--- config.mk ---
export PLATFORM = sky130hd
export DESIGN_NAME = data_sram_bridge
export DESIGN_NICKNAME = d
export VERILOG_FILES = /design/src/rtl/data_sram_bridge.sv
export SDC_FILE = /design/constraint.sdc
export NUM_CORES = 1
export LEC_CHECK = 0
export CAP_MARGIN = 20
export CORE_MARGIN = 8
export CORE_UTILIZATION = 40
export CTS_CLUSTER_SIZE = 28
export DETAILED_ROUTE_END_ITERATION = 8
export PLACE_DENSITY = 0.76
export SLEW_MARGIN = 20
export SYNTH_ARGS = -nofsm -noshare
export SYNTH_HDL_FRONTEND = slang
export SYNTH_SLANG_ARGS = --single-unit
--- constraint.sdc ---
create_clock -name clk -period 2.15 [get_ports clk]
set_input_delay 0.3225 -clock clk [delete_from_list [all_inputs] [get_ports clk]]
set_output_delay 0.3225 -clock clk [all_outputs]
set_load 0.05 [all_outputs]
--- src/rtl/data_sram_bridge.sv ---
// data_sram_bridge: converts the single-cycle M-stage memory port into a
// req/addr_ok/data_ok SRAM-like bus, stalling the pipeline until done.
// Ports: clk (rising edge), rst (async, active-low);
//   cpu_en/cpu_wen/cpu_addr/cpu_wdata in, cpu_rdata/cpu_stall out;
//   bus_req/bus_wr/bus_size/bus_addr/bus_wstrb/bus_wdata out,
//   bus_addr_ok/bus_data_ok/bus_rdata in; bus_err sticky timeout flag.
module data_sram_bridge #(
   parameter int ADDR_W  = 32,
   parameter int DATA_W  = 32,
   parameter int TIMEOUT = 255
) (
   input  logic              clk,
   input  logic              rst,
   input  logic              cpu_en,
   input  logic [3:0]        cpu_wen,
   input  logic [ADDR_W-1:0] cpu_addr,
   input  logic [DATA_W-1:0] cpu_wdata,
   output logic [DATA_W-1:0] cpu_rdata,
   output logic              cpu_stall,
   output logic              bus_req,
   output logic              bus_wr,
   output logic [1:0]        bus_size,
   output logic [ADDR_W-1:0] bus_addr,
   output logic [3:0]        bus_wstrb,
   output logic [DATA_W-1:0] bus_wdata,
   input  logic              bus_addr_ok,
   input  logic              bus_data_ok,
   input  logic [DATA_W-1:0] bus_rdata,
   output logic              bus_err
);

   typedef enum logic [1:0] {
      IDLE,
      REQ,
      WAIT,
      DONE
   } state_t;

   localparam int CW = (TIMEOUT > 0) ? $clog2(TIMEOUT + 1) : 1;

   state_t        stateQ;
   state_t        stateD;
   logic [CW-1:0] toCnt;
   logic [CW-1:0] toCntInc;
   logic          busy;
   logic          complete;
   logic          timeoutHit;
   logic          timeoutFire;
   logic [1:0]    sizeDec;
   logic [1:0]    offDec;

   assign busy     = (stateQ == REQ) || (stateQ == WAIT);
   assign toCntInc = toCnt + 1'b1;

   // A transaction that finishes on the same cycle the budget runs out
   // keeps its real data rather than being reported as a timeout.
   assign complete = ((stateQ == REQ) && bus_addr_ok && bus_data_ok)
                  || ((stateQ == WAIT) && bus_data_ok);

   assign timeoutHit  = (TIMEOUT > 0) && busy
                     && (toCntInc == CW'(TIMEOUT));
   assign timeoutFire = timeoutHit && !complete;

   // Reset forces the stall low even though IDLE would otherwise stall.
   assign cpu_stall = rst && cpu_en && (stateQ != DONE);

   always_comb begin
      sizeDec = 2'd2;
      offDec  = 2'd0;
      case (cpu_wen)
         4'b0011: sizeDec = 2'd1;
         4'b1100: begin
            sizeDec = 2'd1;
            offDec  = 2'd2;
         end
         4'b0001: sizeDec = 2'd0;
         4'b0010: begin
            sizeDec = 2'd0;
            offDec  = 2'd1;
         end
         4'b0100: begin
            sizeDec = 2'd0;
            offDec  = 2'd2;
         end
         4'b1000: begin
            sizeDec = 2'd0;
            offDec  = 2'd3;
         end
         default: ;
      endcase
   end

   always_ff @(posedge clk or negedge rst) begin
      if (!rst) begin
         stateQ <= IDLE;
      end else begin
         stateQ <= stateD;
      end
   end

   always_comb begin
      stateD = stateQ;
      case (stateQ)
         IDLE: begin
            if (cpu_en) stateD = REQ;
         end
         REQ: begin
            if (complete)         stateD = DONE;
            else if (timeoutHit)  stateD = DONE;
            else if (bus_addr_ok) stateD = WAIT;
         end
         WAIT: begin
            if (complete || timeoutHit) stateD = DONE;
         end
         DONE:    stateD = IDLE;
         default: stateD = IDLE;
      endcase
   end

   always_ff @(posedge clk or negedge rst) begin
      if (!rst) begin
         bus_req   <= 1'b0;
         bus_wr    <= 1'b0;
         bus_size  <= 2'd0;
         bus_addr  <= '0;
         bus_wstrb <= 4'd0;
         bus_wdata <= '0;
         cpu_rdata <= '0;
         bus_err   <= 1'b0;
         toCnt     <= '0;
      end else begin
         if ((stateQ == IDLE) && cpu_en) begin
            bus_req   <= 1'b1;
            bus_wr    <= |cpu_wen;
            bus_size  <= sizeDec;
            bus_addr  <= {cpu_addr[ADDR_W-1:2], offDec};
            bus_wstrb <= cpu_wen;
            bus_wdata <= cpu_wdata;
         end
         if ((stateQ == REQ) && (bus_addr_ok || timeoutFire)) begin
            bus_req <= 1'b0;
         end
         if (complete && !bus_wr) begin
            cpu_rdata <= bus_rdata;
         end
         if (timeoutFire) begin
            cpu_rdata <= '0;
            bus_err   <= 1'b1;
         end
         if ((TIMEOUT > 0) && busy) begin
            toCnt <= toCntInc;
         end else begin
            toCnt <= '0;
         end
      end
   end

endmodule
* After elaboration in Yosys (flattened, before gate mapping)
Cells that the tools add are included.
Word-level totals: register bits after elaboration 115, bits of input ports 105, output and inout bits 106
Cells by class: add/subtract/negate cells 1, eq/ne operators 14, mux-type cells 13, reduce and logical (&&, ||, !) cells 24
Operators by type and width (number):
- two-way mux 32 bit | 2
- logical AND 1 bit | 10
- two-way mux 2 bit | 5
- adder 8 x 1 -> 8 bit, second input constant | 1
- == test 4 x 2 -> 1 bit, second input constant | 2
- == test 4 bit, second input constant | 2
- == test 8 bit, second input constant | 1
- two-way mux 8 bit | 1
- one-hot mux 2 bit (4 select lines) | 1
- OR reduction 4 bit | 2
- one-hot mux 2 bit (3 select lines) | 1
- == test 2 bit, second input constant | 2
- == test 4 x 1 -> 1 bit, second input constant | 1
- == test 4 x 3 -> 1 bit, second input constant | 1
- logical OR 1 bit | 4
- != test 2 bit, second input constant | 2
- != test 4 bit, second input constant | 1
- one-hot mux 2 bit (2 select lines) | 1
- nonzero test 2 bit | 2
- OR reduction 2 bit | 2
- AND reduction 3 bit | 1
- == test 2 x 1 -> 1 bit, second input constant | 1
- logical NOT 1 bit | 2
- logical NOT 2 bit | 1
- 2 further kinds | 3

* Logic depth before layout (Yosys ltp)
Gate-level depths: netlist of run 1.
depth in word-level cells 9, gate-level depth with buffers 9, depth with buffers taken out 7

* Worst setup path before layout of run 1
No wires, ideal clock.
path kind register to register, from register stateQ[0], to register bus_addr[10], data arrival time 1.847 ns, data required time 2.025 ns, setup slack 0.179 ns, cell stages (with the launch flop) 7, path buffers 2, clock period less this slack 1.971 ns, cells stage by stage dfrtp_1 -> inv_1 -> ha_1 -> nand2_1 -> buf_1 -> clkbuf_1 -> mux2_2
On the way: word-level cells in the longest chain between the ends 2
Ends and longest elaborated chain:
- start: declaration | RTL line 41 | state_t stateQ;
- start signal: assignment | RTL line 97 | stateQ <= stateD;
- logical NOT 2 bit | RTL line 132 | if ((stateQ == IDLE) && cpu_en) begin
- logical AND 1 bit | RTL line 132
- end signal: assignment | RTL line 136 | bus_addr <= {cpu_addr[ADDR_W-1:2], offDec};
- end: declaration | RTL line 23 | output logic [ADDR_W-1:0] bus_addr,
No other way between the ends. A chain may end at the register's enable or synchronous reset.

* Final worst setup path of run 1
from register toCnt[0], to register bus_err
On the way: word-level cells in the longest chain between the ends 4
Ends and longest elaborated chain:
- start: declaration | RTL line 43 | logic [CW-1:0] toCnt;
- start signal: assignment | RTL line 151 | toCnt <= toCntInc;
- adder 8 x 1 -> 8 bit | RTL line 53 | assign toCntInc = toCnt + 1'b1;
- == test 8 bit | RTL line 61 | && (toCntInc == CW'(TIMEOUT));
- logical AND 1 bit | RTL line 61
- logical AND 1 bit | RTL line 62 | assign timeoutFire = timeoutHit && !complete;
- end signal: assignment | RTL line 129 | bus_err <= 1'b0;
- end signal: assignment | RTL line 148 | bus_err <= 1'b1;
- end: declaration | RTL line 29 | output logic bus_err
No other way between the ends.

==> out/qor.json, run 1 <==
{
  "worst_setup_path": {
    "type_of_the_worst_setup_path": "reg -> reg",
    "timing.rr.start": "toCnt[0]",
    "cp_top_family": "simple AND/OR/NAND/NOR gates",
    "crit_fanout": 19,
    "worst_ep_arrival_ns": 2.29,
    "critical_path_required_ns": 2.44,
    "critical_path.endpoint_type": "register",
    "worstPathBufferInverterCount": 1,
    "r2r_setup_slack_ns": 0.14,
    "worst_setup_path_start_kind": "register",
    "master_of_the_slowest_instance_on_the_critical_path": "dfrtp_1",
    "worst_path_largest_cell_delay_ns": 0.35,
    "reg2reg_to": "bus_err",
    "worstPathCellList": "ha_1 > nand3_1 > o21a_1 > o221a_1 > and3_4 > buf_12 > or2_1",
    "reg2reg_depth": 7
  },
  "floorplanning": {
    "start_util": 0.4088,
    "floorplan.core_area_sq_mm": 0.01201,
    "floorplan.rows": 40,
    "die-area_sq_mm": 0.01608,
    "die-height_um": 126.8,
    "ios": 211,
    "chipWidth_um": 126.8
  },
  "placement": {
    "place.port_buffers": 208,
    "dp_worst_setup_slack_ns": 0.1566,
    "place_congestion": 0.8214,
    "place.detailed.hpwl_mm": 10.11,
    "placedInstanceArea_sq_mm": 0.007234
  },
  "global_routing": {
    "initial_antenna_violation_count": 0,
    "track_usage": 0.1675,
    "grt_pass1_wl_mm": 21.44,
    "grt-ovfl-total": 0,
    "grt_pass1_vias": 4040,
    "grt_max_degree": 116
  },
  "synth": {
    "syn_area_sq_mm": 0.004910,
    "post_synth.cell_area_avg_sq_um": 12.46,
    "synthCells": 394,
    "postSynthNetCount": 506,
    "ys_async_sr_fraction": 1.000,
    "yosysSeqAreaShare": 0.5861,
    "synth_ff_type": "dfrtp_1",
    "yosys.area.top_type": "dfrtp_1",
    "synth_enable_flop_cells": 0,
    "synth_top_cells_by_area": "dfrtp_1 59%, mux2_2 14%, nand2_1 5.7%, o21ai_2 5.4%, ha_1 1.8%",
    "total_number_of_yosys_warnings": 0,
    "yosysTopAreaCellShare": 0.5861,
    "synth_cell_types": 46,
    "ys_seq_elements": 115
  },
  "power": {
    "power.total_mw": 14.51,
    "switchingPower_mw": 6.471,
    "comb_power_share": 0.543,
    "power.leakage_nw": 3.349,
    "maximum_resistive_drop_on_vdd_uv": 1119,
    "netSwitchingFraction": 0.4459,
    "cellPowerDensity_mw_per_mm2": 1845,
    "clock_power_share": 0.200,
    "power.internal_mw": 8.041,
    "seq_power_share": 0.256
  },
  "layout": {
    "finish.utilization": 0.6547,
    "synthToLayoutAreaGrowth_pct": 60.17,
    "fin_nets": 722,
    "post_route_cells_drive_above_1_share": 0.2247,
    "diodes": 0,
    "layout.cell_area.non_filler_sq_mm": 0.007864
  },
  "sta": {
    "fin_crit_sh": 0.9333,
    "worst_skew_ns": 0.007378,
    "final_hold_viol_count": 0,
    "worst_pin_slew_ns": 0.6131,
    "finalCriticalPeriod_ns": 2.007,
    "setup_repair_after_global_routing_missed_its_margin": "false",
    "worst_slew_margin_rel": 0.5913,
    "drv_slew": 0,
    "setup_viol_count_final": 0,
    "max_freq_mhz": 498.3,
    "totalNegativeSetupSlack_ns": 0,
    "layout_setup_ws_ns": 0.1434
  },
  "cts": {
    "post-cts-setup-buffer-count": 0,
    "tritoncts.num_buffers": 17,
    "cts-htree-levels": 4,
    "cts_tree": "done",
    "cts.sink_count": 115,
    "cts_resized": 0,
    "hold_buffers": 0,
    "ctsRootBufferMaster": "clkbuf_16",
    "worst_setup_hold_path_clk_slew_ns": 0.05,
    "clk-insertion-delay-late_ns": 0.40,
    "cts.path.max_buffers": 2
  },
  "routing": {
    "wl_per_cell_um": 17.48,
    "via_count": 3784,
    "detail_route.wirelength_mm": 13.46,
    "drt-vias-per-instance": 4.914,
    "first_pass_iters": 4,
    "detail-route-antenna-nets": 0,
    "detailed_route_iter0_violations": 205,
    "drcViolationCount": 0
  },
  "hold_path": {
    "timing.hold.worst.class": "in -> async"
  },
  "run": {
    "drv.max_cap_violation_count": 0
  },
  "status": {
    "status": "finished, final reports clean"
  }
}
==> power by group through the flow <==
stage | sequential, mW | combinational [mW] | clock [mW]
6_report | 3.72 | 7.88 | 2.91
5_1_grt | 3.85 | 8.24 | 3.07
4_1_cts | 3.73 | 7.99 | 2.97
3_5_place_dp | 3.76 | 7.96 | 0
3_3_place_gp | 3.69 | 7.84 | 0
2_1_floorplan | 7.10 | 1.71 | 0
==> cell type report <==
type,instances,area (sq um)
timing repair buffer,219,2260
inverter,4,15.01
multi-input combinational,253,1903
clock buffer,24,501.7
fill,935,4148
sequential,115,2878
tap,147,183.9
clock inverter,8,122.6
==> Yosys cell counts (3+ instances only) <==
master	number
dfrtp_1	115
inv_1	4
nand3_1	4
nor2b_1	3
o21a_1	4
ha_1	7
nand2_1	74
nand2b_1	4
clkbuf_1	15
mux2_2	60
a21oi_1	3
o21ai_1	6
o21ai_2	30
nor2_1	8
mux2_1	6
xnor2_1	4
and2_1	5
buf_6	3
==> worst max-delay path by stage <==
stage          slack, ns  cells past startpoint  startpoint      endpoint
2_1_floorplan       0.18                      6   stateQ[0]  bus_addr[10]
3_3_place_gp        0.23                      7    toCnt[0]       bus_err
3_5_place_dp        0.16                      7    toCnt[0]  cpu_rdata[1]
4_1_cts             0.13                      7    toCnt[0]  cpu_rdata[1]
5_1_grt             0.03                      7    toCnt[0]       bus_err
6_report            0.14                      7    toCnt[0]       bus_err
==> flip-flops by register name, indices dropped and copies added, names as in the netlist <==
| name | cells |
|---|---|
| cpu_rdata | 32 |
| toCnt | 8 |
| bus_wdata | 32 |
| bus_wr | 1 |
| bus_req | 1 |
| bus_wstrb | 4 |
| bus_size | 2 |
| stateQ | 2 |
| bus_err | 1 |
| bus_addr | 32 |
==> cell usage in the layout, fill, tap and decap left out, types with 4 or more instances in the layout <==
cell and count:
clkdlybuf4s50_1 206, dfrtp_1 115, nand2_1 73, mux2_2 60, o21ai_2 30, clkbuf_16 17
buf_12 8, nor2_1 7, ha_1 7, o21ai_1 6, mux2_1 6, and2_1 5
clkbuf_8 5, buf_4 5, inv_1 4, nand3_1 4, o21a_1 4, xnor2_1 4
nand2b_1 4
==> routing by layer <==
metal | GRT usage | up-vias | share of wire
met2 | 0.2918 | 127 | 0.52
met3 | 0.06745 | 18 | 0.085
li1 | - | 1795 | -
met1 | 0.1798 | 1844 | 0.37
met4 | 0.06088 | 0 | 0.016
met5 | 0 | - | 0
==> cell families after synthesis <==
family          after synthesis  synth area share
flops                       115            0.5861
simple gates                113            0.1040
mux                          68            0.1555
compound gates               61            0.1002
buf+inv                      26           0.02930
fa+ha+maj                     7           0.01784
xor+xnor                      4          0.007135
==> through the flow <==
step,hold WS [ns],instances
floorplan,0.02691,394
global placement,0.4522,738
detailed placement,0.4710,738
CTS,0.05265,770
global route,0.05417,770
finish,0.001865,770
(Power assumes the default switching activity.)
==> run 2, diff against run 1 <==
clock period = 2.6 ns   (was 2.15 ns; I/O delays follow)
==> out/qor.json, run 2 (same netlist as run 1, synthesis figures left out) <==
{
  "cts": {
    "cts_resized": {"value": 0, "change": "unchanged"},
    "ctsRootBufferMaster": "clkbuf_16",
    "cts-htree-levels": {"value": 4, "change": "unchanged"},
    "hold_buffers": {"value": 0, "change": "unchanged"},
    "tritoncts.num_buffers": {"value": 17, "change": "unchanged"},
    "cts.path.max_buffers": {"value": 2, "change": "unchanged"},
    "worst_setup_hold_path_clk_slew": {"value": 0.05, "unit": "ns", "change": "about the same"},
    "cts.sink_count": {"value": 115, "change": "unchanged"},
    "clk-insertion-delay-late": {"value": 0.41, "unit": "ns", "change": "about the same"},
    "cts_tree": "done",
    "post-cts-setup-buffer-count": {"value": 0, "change": "unchanged"}
  },
  "sta": {
    "totalNegativeSetupSlack": {"value": 0, "unit": "ns", "change": "unchanged"},
    "setup_repair_after_global_routing_missed_its_margin": "false",
    "final_hold_viol_count": {"value": 0, "change": "unchanged"},
    "setup_viol_count_final": {"value": 0, "change": "unchanged"},
    "drv_slew": {"value": 0, "change": "unchanged"},
    "fin_crit_sh": {"value": 0.9217, "change": "-0.01158"},
    "worst_pin_slew": {"value": 0.6583, "unit": "ns", "change": "+0.04522 ns"},
    "worst_slew_margin_rel": {"value": 0.5611, "change": "-0.03015"},
    "finalCriticalPeriod": {"value": 2.397, "unit": "ns", "change": "+0.3899 ns"},
    "max_freq": {"value": 417.3, "unit": "MHz", "change": "-16%"},
    "worst_skew": {"value": 0.006981, "unit": "ns", "change": "-0.0003971 ns"}
  },
  "global_routing": {
    "grt_pass1_wl": {"value": 21.45, "unit": "mm", "change": "about the same"},
    "globalRouteMet3Util": {"value": 0.06871, "change": "+0.001257"},
    "grt_pass1_vias": {"value": 4028, "change": "-0.30%"},
    "track_usage": {"value": 0.1702, "change": "+0.002710"},
    "grt_use_met2": {"value": 0.2947, "change": "+0.002830"},
    "grt-ovfl-total": {"value": 0, "change": "unchanged"},
    "globalRouteMet1Util": {"value": 0.1802, "change": "+0.0003081"},
    "grt_max_degree": {"value": 116, "change": "unchanged"},
    "initial_antenna_violation_count": {"value": 0, "change": "unchanged"},
    "globalRoute.busiestLayer": "met2"
  },
  "run": {
    "drv.max_cap_violation_count": {"value": 0, "change": "unchanged"}
  },
  "worst_setup_path": {
    "worst_ep_arrival": {"value": 2.69, "unit": "ns", "change": "+0.40 ns"},
    "worstPathCellList": "ha_1 > nand3_1 > nor3_1 > o221a_1 > and3_4 > buf_4 > o21ai_2",
    "worst_setup_path_start_kind": "register",
    "critical_path_required": {"value": 2.89, "unit": "ns", "change": "+0.45 ns"},
    "worstPathBufferInverterCount": {"value": 1, "change": "unchanged"},
    "master_of_the_slowest_instance_on_the_critical_path": "dfrtp_1",
    "type_of_the_worst_setup_path": "reg -> reg",
    "critical_path.endpoint_type": "register",
    "worst_path_largest_cell_delay": {"value": 0.49, "unit": "ns", "change": "+0.14 ns"},
    "cp_top_family": "simple AND/OR/NAND/NOR gates",
    "crit_fanout": {"value": 10, "change": "-9"}
  },
  "routing": {
    "via_count": {"value": 3854, "change": "+1.8%"},
    "detail_route.wirelength": {"value": 13.64, "unit": "mm", "change": "+1.4%"},
    "drcViolationCount": {"value": 0, "change": "unchanged"},
    "detail-route-antenna-nets": {"value": 0, "change": "unchanged"},
    "drt-vias-per-instance": {"value": 5.031, "change": "+2.4%"},
    "first_pass_iters": {"value": 4, "change": "unchanged"},
    "detailed_route_iter0_violations": {"value": 240, "change": "+17%"},
    "wl_per_cell": {"value": 17.81, "unit": "um", "change": "+1.9%"}
  },
  "placement": {
    "place.detailed.instances": {"value": 734, "change": "-0.54%"},
    "place.detailed.hpwl": {"value": 10.12, "unit": "mm", "change": "+0.19%"},
    "place.port_buffers": {"value": 208, "change": "unchanged"},
    "place_congestion": {"value": 0.8266, "change": "+0.63%"}
  },
  "layout": {
    "final_common_cell": "clkdlybuf4s50_1",
    "diodes": {"value": 0, "change": "unchanged"},
    "layout.cells.most_common_list": "206 x clkdlybuf4s50_1, 115 x dfrtp_1, 73 x nand2_1",
    "reg.largest.list": "bus_addr x32, bus_wdata x32, cpu_rdata x32",
    "layout.filler_cells": {"value": 952, "change": "+1.8%"},
    "post_route_cells_drive_above_1_share": {"value": 0.2181, "change": "-0.006625"},
    "final_cell_count_no_fill": {"value": 766, "change": "-0.52%"},
    "fin_nets": {"value": 718, "change": "-0.55%"},
    "synthToLayoutAreaGrowth_pct": 58.28
  },
  "floorplanning": {
    "ios": {"value": 211, "change": "unchanged"},
    "die-height": {"value": 126.8, "unit": "um", "change": "unchanged"},
    "floorplan.rows": {"value": 40, "change": "unchanged"},
    "start_util": {"value": 0.4088, "change": "unchanged"},
    "die-area": {"value": 0.01608, "unit": "sq mm", "change": "unchanged"},
    "floorplan.core_area": {"value": 0.01201, "unit": "sq mm", "change": "unchanged"},
    "chipWidth": {"value": 126.8, "unit": "um", "change": "unchanged"}
  },
  "power": {
    "maximum_resistive_drop_on_vdd": {"value": 821.2, "unit": "uV", "change": "-27%"},
    "cellPowerDensity": {"value": 1525, "unit": "mW/mm^2", "change": "-17%"},
    "power.leakage": {"value": 3.297, "unit": "nW", "change": "-1.5%"}
  },
  "hold_path": {
    "timing.hold.worst.class": "in -> async"
  },
  "status": {
    "status": "finished, final reports clean"
  }
}
-- run 2: cell types whose count changed in the layout (fill, tap and decap cells not counted), sizes merged --
| cell | before | now |
|---|---|---|
| clkinv | 5 | 4 |
| bufinv | 3 | 2 |
| buf | 13 | 9 |
| clkinvlp | 0 | 2 |
-- run 2: power by group --
part | switching (mW) | internal (mW) | leakage, nW | total [mW]
sequential | 0.462 | 2.63 | 1.41 | 3.09
combinational | 4.11 | 2.33 | 1.60 | 6.44
clock | 0.783 | 1.53 | 0.292 | 2.32
-- run 2: metal layers --
metal / share of wire / vias up
met4: 0.019 / 0
met1: 0.38 / 1893
met2: 0.52 / 146
met3: 0.085 / 23
li1: - / 1792
met5: 0 / -
-- run 2: worst register-to-register path, cell delays in order, from the launching register on --
cell and delay, ns:
dfrtp_1 0.49, ha_1 0.30, nand3_1 0.17, nor3_1 0.39
o221a_1 0.29, and3_4 0.32, buf_4 0.24, o21ai_2 0.08
-- run 2: final timing paths --
| check | from | end | slack, ns | cells after the start |
|---|---|---|---|---|
| min | rst | bus_req | 0.02 | 2 |
| min in group clk | bus_size[0] | bus_size[0] | 0.48 | 2 |
| max | toCnt[0] | cpu_rdata[22] | 0.20 | 7 |
| max reg2reg | toCnt[0] | cpu_rdata[22] | 0.20 | 7 |
| max in group asynchronous | rst | cpu_rdata[29] | 2.04 | 2 |
| min reg2reg | bus_size[0] | bus_size[0] | 0.48 | 2 |
-- run 2: area by class of cell --
class | instances | area [sq um] | area share
clock buffers | 24 | 501.7 | 0.06456
clock inverters | 8 | 98.84 | 0.01272
inverters | 4 | 15.01 | 0.001932
multi-input cells | 253 | 1898 | 0.2442
flip-flops and latches | 115 | 2878 | 0.3703
well taps | 147 | 183.9 | 0.02367
repair buffers | 215 | 2196 | 0.2826
-- run 2: per-stage QoR --
stage	worst slack, ns	total power [mW]	utilization	hold WS, ns	instance area (sq um)
floorplan	0.6287	7.278	-	0.09441	4910
CTS	0.2024	11.99	0.6470	0.1055	7771
global placement	0.1904	9.458	0.5960	0.4519	7159
finish	0.2035	11.85	0.6470	0.01772	7771
detailed placement	0.2989	9.613	0.5970	0.4743	7171
global route	0.04165	12.36	0.6470	0.1484	7771
==> run 3, diff against run 2 <==
SLEW_MARGIN = 25   (was 20)
==> out/qor.json, run 3 (same netlist as run 1, synthesis figures left out) <==
{
  "sta": {
    "final_hold_viol_count": {"value": 0, "change": "unchanged"},
    "max_freq": {"value": 424.9, "unit": "MHz", "change": "+1.8%"},
    "worst_skew": {"value": 0.005594, "unit": "ns", "change": "-0.001387 ns"},
    "fin_crit_sh": {"value": 0.9052, "change": "-0.01656"},
    "worst_pin_slew": {"value": 0.7097, "unit": "ns", "change": "+0.05143 ns"},
    "totalNegativeSetupSlack": {"value": 0, "unit": "ns", "change": "unchanged"},
    "finalCriticalPeriod": {"value": 2.353, "unit": "ns", "change": "-0.04304 ns"},
    "setup_viol_count_final": {"value": 0, "change": "unchanged"},
    "worst_slew_margin_rel": {"value": 0.5257, "change": "-0.03541"},
    "setup_repair_after_global_routing_missed_its_margin": "false",
    "drv_slew": {"value": 0, "change": "unchanged"}
  },
  "worst_setup_path": {
    "critical_path.endpoint_type": "register",
    "crit_fanout": {"value": 10, "change": "unchanged"},
    "master_of_the_slowest_instance_on_the_critical_path": "dfrtp_1",
    "worstPathCellList": "ha_1 > nand3_1 > nor3_1 > o221a_1 > and3_4 > buf_4 > o21ai_2",
    "worst_ep_arrival": {"value": 2.64, "unit": "ns", "change": "-0.05 ns"},
    "worst_setup_path_start_kind": "register",
    "type_of_the_worst_setup_path": "reg -> reg",
    "worst_path_largest_cell_delay": {"value": 0.50, "unit": "ns", "change": "about the same"},
    "critical_path_required": {"value": 2.88, "unit": "ns", "change": "about the same"}
  },
  "hold_path": {
    "timing.hold.worst.class": "in -> async"
  },
  "global_routing": {
    "grt_pass1_vias": {"value": 4104, "change": "+1.9%"},
    "grt_pass1_wl": {"value": 21.90, "unit": "mm", "change": "+2.1%"},
    "initial_antenna_violation_count": {"value": 0, "change": "unchanged"},
    "grt_max_degree": {"value": 116, "change": "unchanged"},
    "grt-ovfl-total": {"value": 0, "change": "unchanged"},
    "track_usage": {"value": 0.1725, "change": "+0.002273"}
  },
  "layout": {
    "post_route_cells_drive_above_1_share": {"value": 0.2075, "change": "-0.01064"},
    "layout.cells.most_common_list": "206 x clkdlybuf4s50_1, 115 x dfrtp_1, 73 x nand2_1",
    "final_common_cell": "clkdlybuf4s50_1",
    "fin_nets": {"value": 717, "change": "-0.14%"},
    "synthToLayoutAreaGrowth_pct": 57.72,
    "diodes": {"value": 0, "change": "unchanged"},
    "finish.utilization": {"value": 0.6447, "change": "-0.002292"},
    "reg.largest.list": "bus_addr x32, bus_wdata x32, cpu_rdata x32"
  },
  "cts": {
    "tritoncts.num_buffers": {"value": 17, "change": "unchanged"},
    "cts.sink_count": {"value": 115, "change": "unchanged"},
    "worst_setup_hold_path_clk_slew": {"value": 0.05, "unit": "ns", "change": "about the same"},
    "cts-htree-levels": {"value": 4, "change": "unchanged"},
    "post-cts-setup-buffer-count": {"value": 0, "change": "unchanged"},
    "cts.path.max_buffers": {"value": 2, "change": "unchanged"},
    "clk-insertion-delay-late": {"value": 0.40, "unit": "ns", "change": "about the same"},
    "ctsRootBufferMaster": "clkbuf_16",
    "hold_buffers": {"value": 0, "change": "unchanged"},
    "cts_tree": "done",
    "cts_resized": {"value": 0, "change": "unchanged"}
  },
  "placement": {
    "place.port_buffers": {"value": 208, "change": "unchanged"},
    "place.detailed.hpwl": {"value": 10.08, "unit": "mm", "change": "-0.47%"},
    "place_congestion": {"value": 0.8266, "change": "unchanged"}
  },
  "run": {
    "drv.max_cap_violation_count": {"value": 0, "change": "unchanged"}
  },
  "floorplanning": {
    "ios": {"value": 211, "change": "unchanged"},
    "floorplan.rows": {"value": 40, "change": "unchanged"},
    "die-area": {"value": 0.01608, "unit": "sq mm", "change": "unchanged"},
    "start_util": {"value": 0.4088, "change": "unchanged"},
    "die-height": {"value": 126.8, "unit": "um", "change": "unchanged"},
    "floorplan.core_area": {"value": 0.01201, "unit": "sq mm", "change": "unchanged"},
    "chipWidth": {"value": 126.8, "unit": "um", "change": "unchanged"}
  },
  "status": {
    "status": "finished, final reports clean"
  },
  "routing": {
    "detail_route.wirelength": {"value": 13.81, "unit": "mm", "change": "+1.2%"},
    "drcViolationCount": {"value": 0, "change": "unchanged"},
    "via_count": {"value": 3860, "change": "+0.16%"},
    "drt-vias-per-instance": {"value": 5.052, "change": "+0.42%"},
    "first_pass_iters": {"value": 4, "change": "unchanged"},
    "wl_per_cell": {"value": 18.07, "unit": "um", "change": "+1.5%"},
    "detail-route-antenna-nets": {"value": 0, "change": "unchanged"},
    "detailed_route_iter0_violations": {"value": 217, "change": "-9.6%"}
  },
  "power": {
    "maximum_resistive_drop_on_vdd": {"value": 804.2, "unit": "uV", "change": "-2.1%"},
    "power.leakage": {"value": 3.282, "unit": "nW", "change": "-0.47%"},
    "cellPowerDensity": {"value": 1530, "unit": "mW/mm^2", "change": "+0.33%"}
  }
}
-- run 3: worst paths after layout --
path                            slack [ns]        start             to  depth (start not counted)
worst min register to register        0.48  bus_addr[0]    bus_addr[0]                          2
worst max-delay path                  0.25     toCnt[0]  cpu_rdata[22]                          7
min in group clk                      0.48  bus_addr[0]    bus_addr[0]                          2
worst min-delay path                  0.08          rst      stateQ[0]                          2
max in group asynchronous             2.05          rst   bus_addr[21]                          2
worst max register to register        0.25     toCnt[0]  cpu_rdata[22]                          7
-- run 3: metal layers --
layer,global-route usage,vias up,part of all wire
li1,-,1796,-
met1,0.1792,1888,0.37
met2,0.3016,155,0.52
met3,0.07289,21,0.090
met4,0.07068,0,0.019
met5,0,-,0
-- run 3: cell type report --
class / instances / area [sq um]
fillers: 945 / 4268
flip-flops and latches: 115 / 2878
repair buffers: 214 / 2185
multi-input cells: 253 / 1903
clock buffers: 26 / 479.2
well taps: 147 / 183.9
clock inverters: 5 / 100.1
inverters: 4 / 15.01
-- run 3: power breakdown --
part	leakage, nW	switching [mW]	internal, mW
sequential	1.41	0.479	2.63
combinational	1.59	4.12	2.32
clock	0.282	0.748	1.55
-- run 3: through the flow --
step	instance area, sq um	std cells	setup slack (ns)	power (mW)	hold WS, ns
2_1_floorplan	4910	394	0.6287	7.278	0.09441
5_1_grt	7744	764	0.05463	12.36	0.1574
3_3_place_gp	7159	733	0.1904	9.458	0.4519
3_5_place_dp	7164	733	0.2700	9.619	0.4713
4_1_cts	7744	764	0.2419	11.98	0.1141
6_report	7744	764	0.2465	11.85	0.07744
-- run 3: worst max-delay path: cells and delay by family, from the launching register on --
| family | cells | cell delay, ns |
|---|---|---|
| buffers and inverters | 1 | 0.24 |
| adders and majority gates | 1 | 0.31 |
| AOI/OAI and AO/OA | 2 | 0.35 |
| and+or+nand+nor | 3 | 0.83 |
| DFF | 1 | 0.50 |
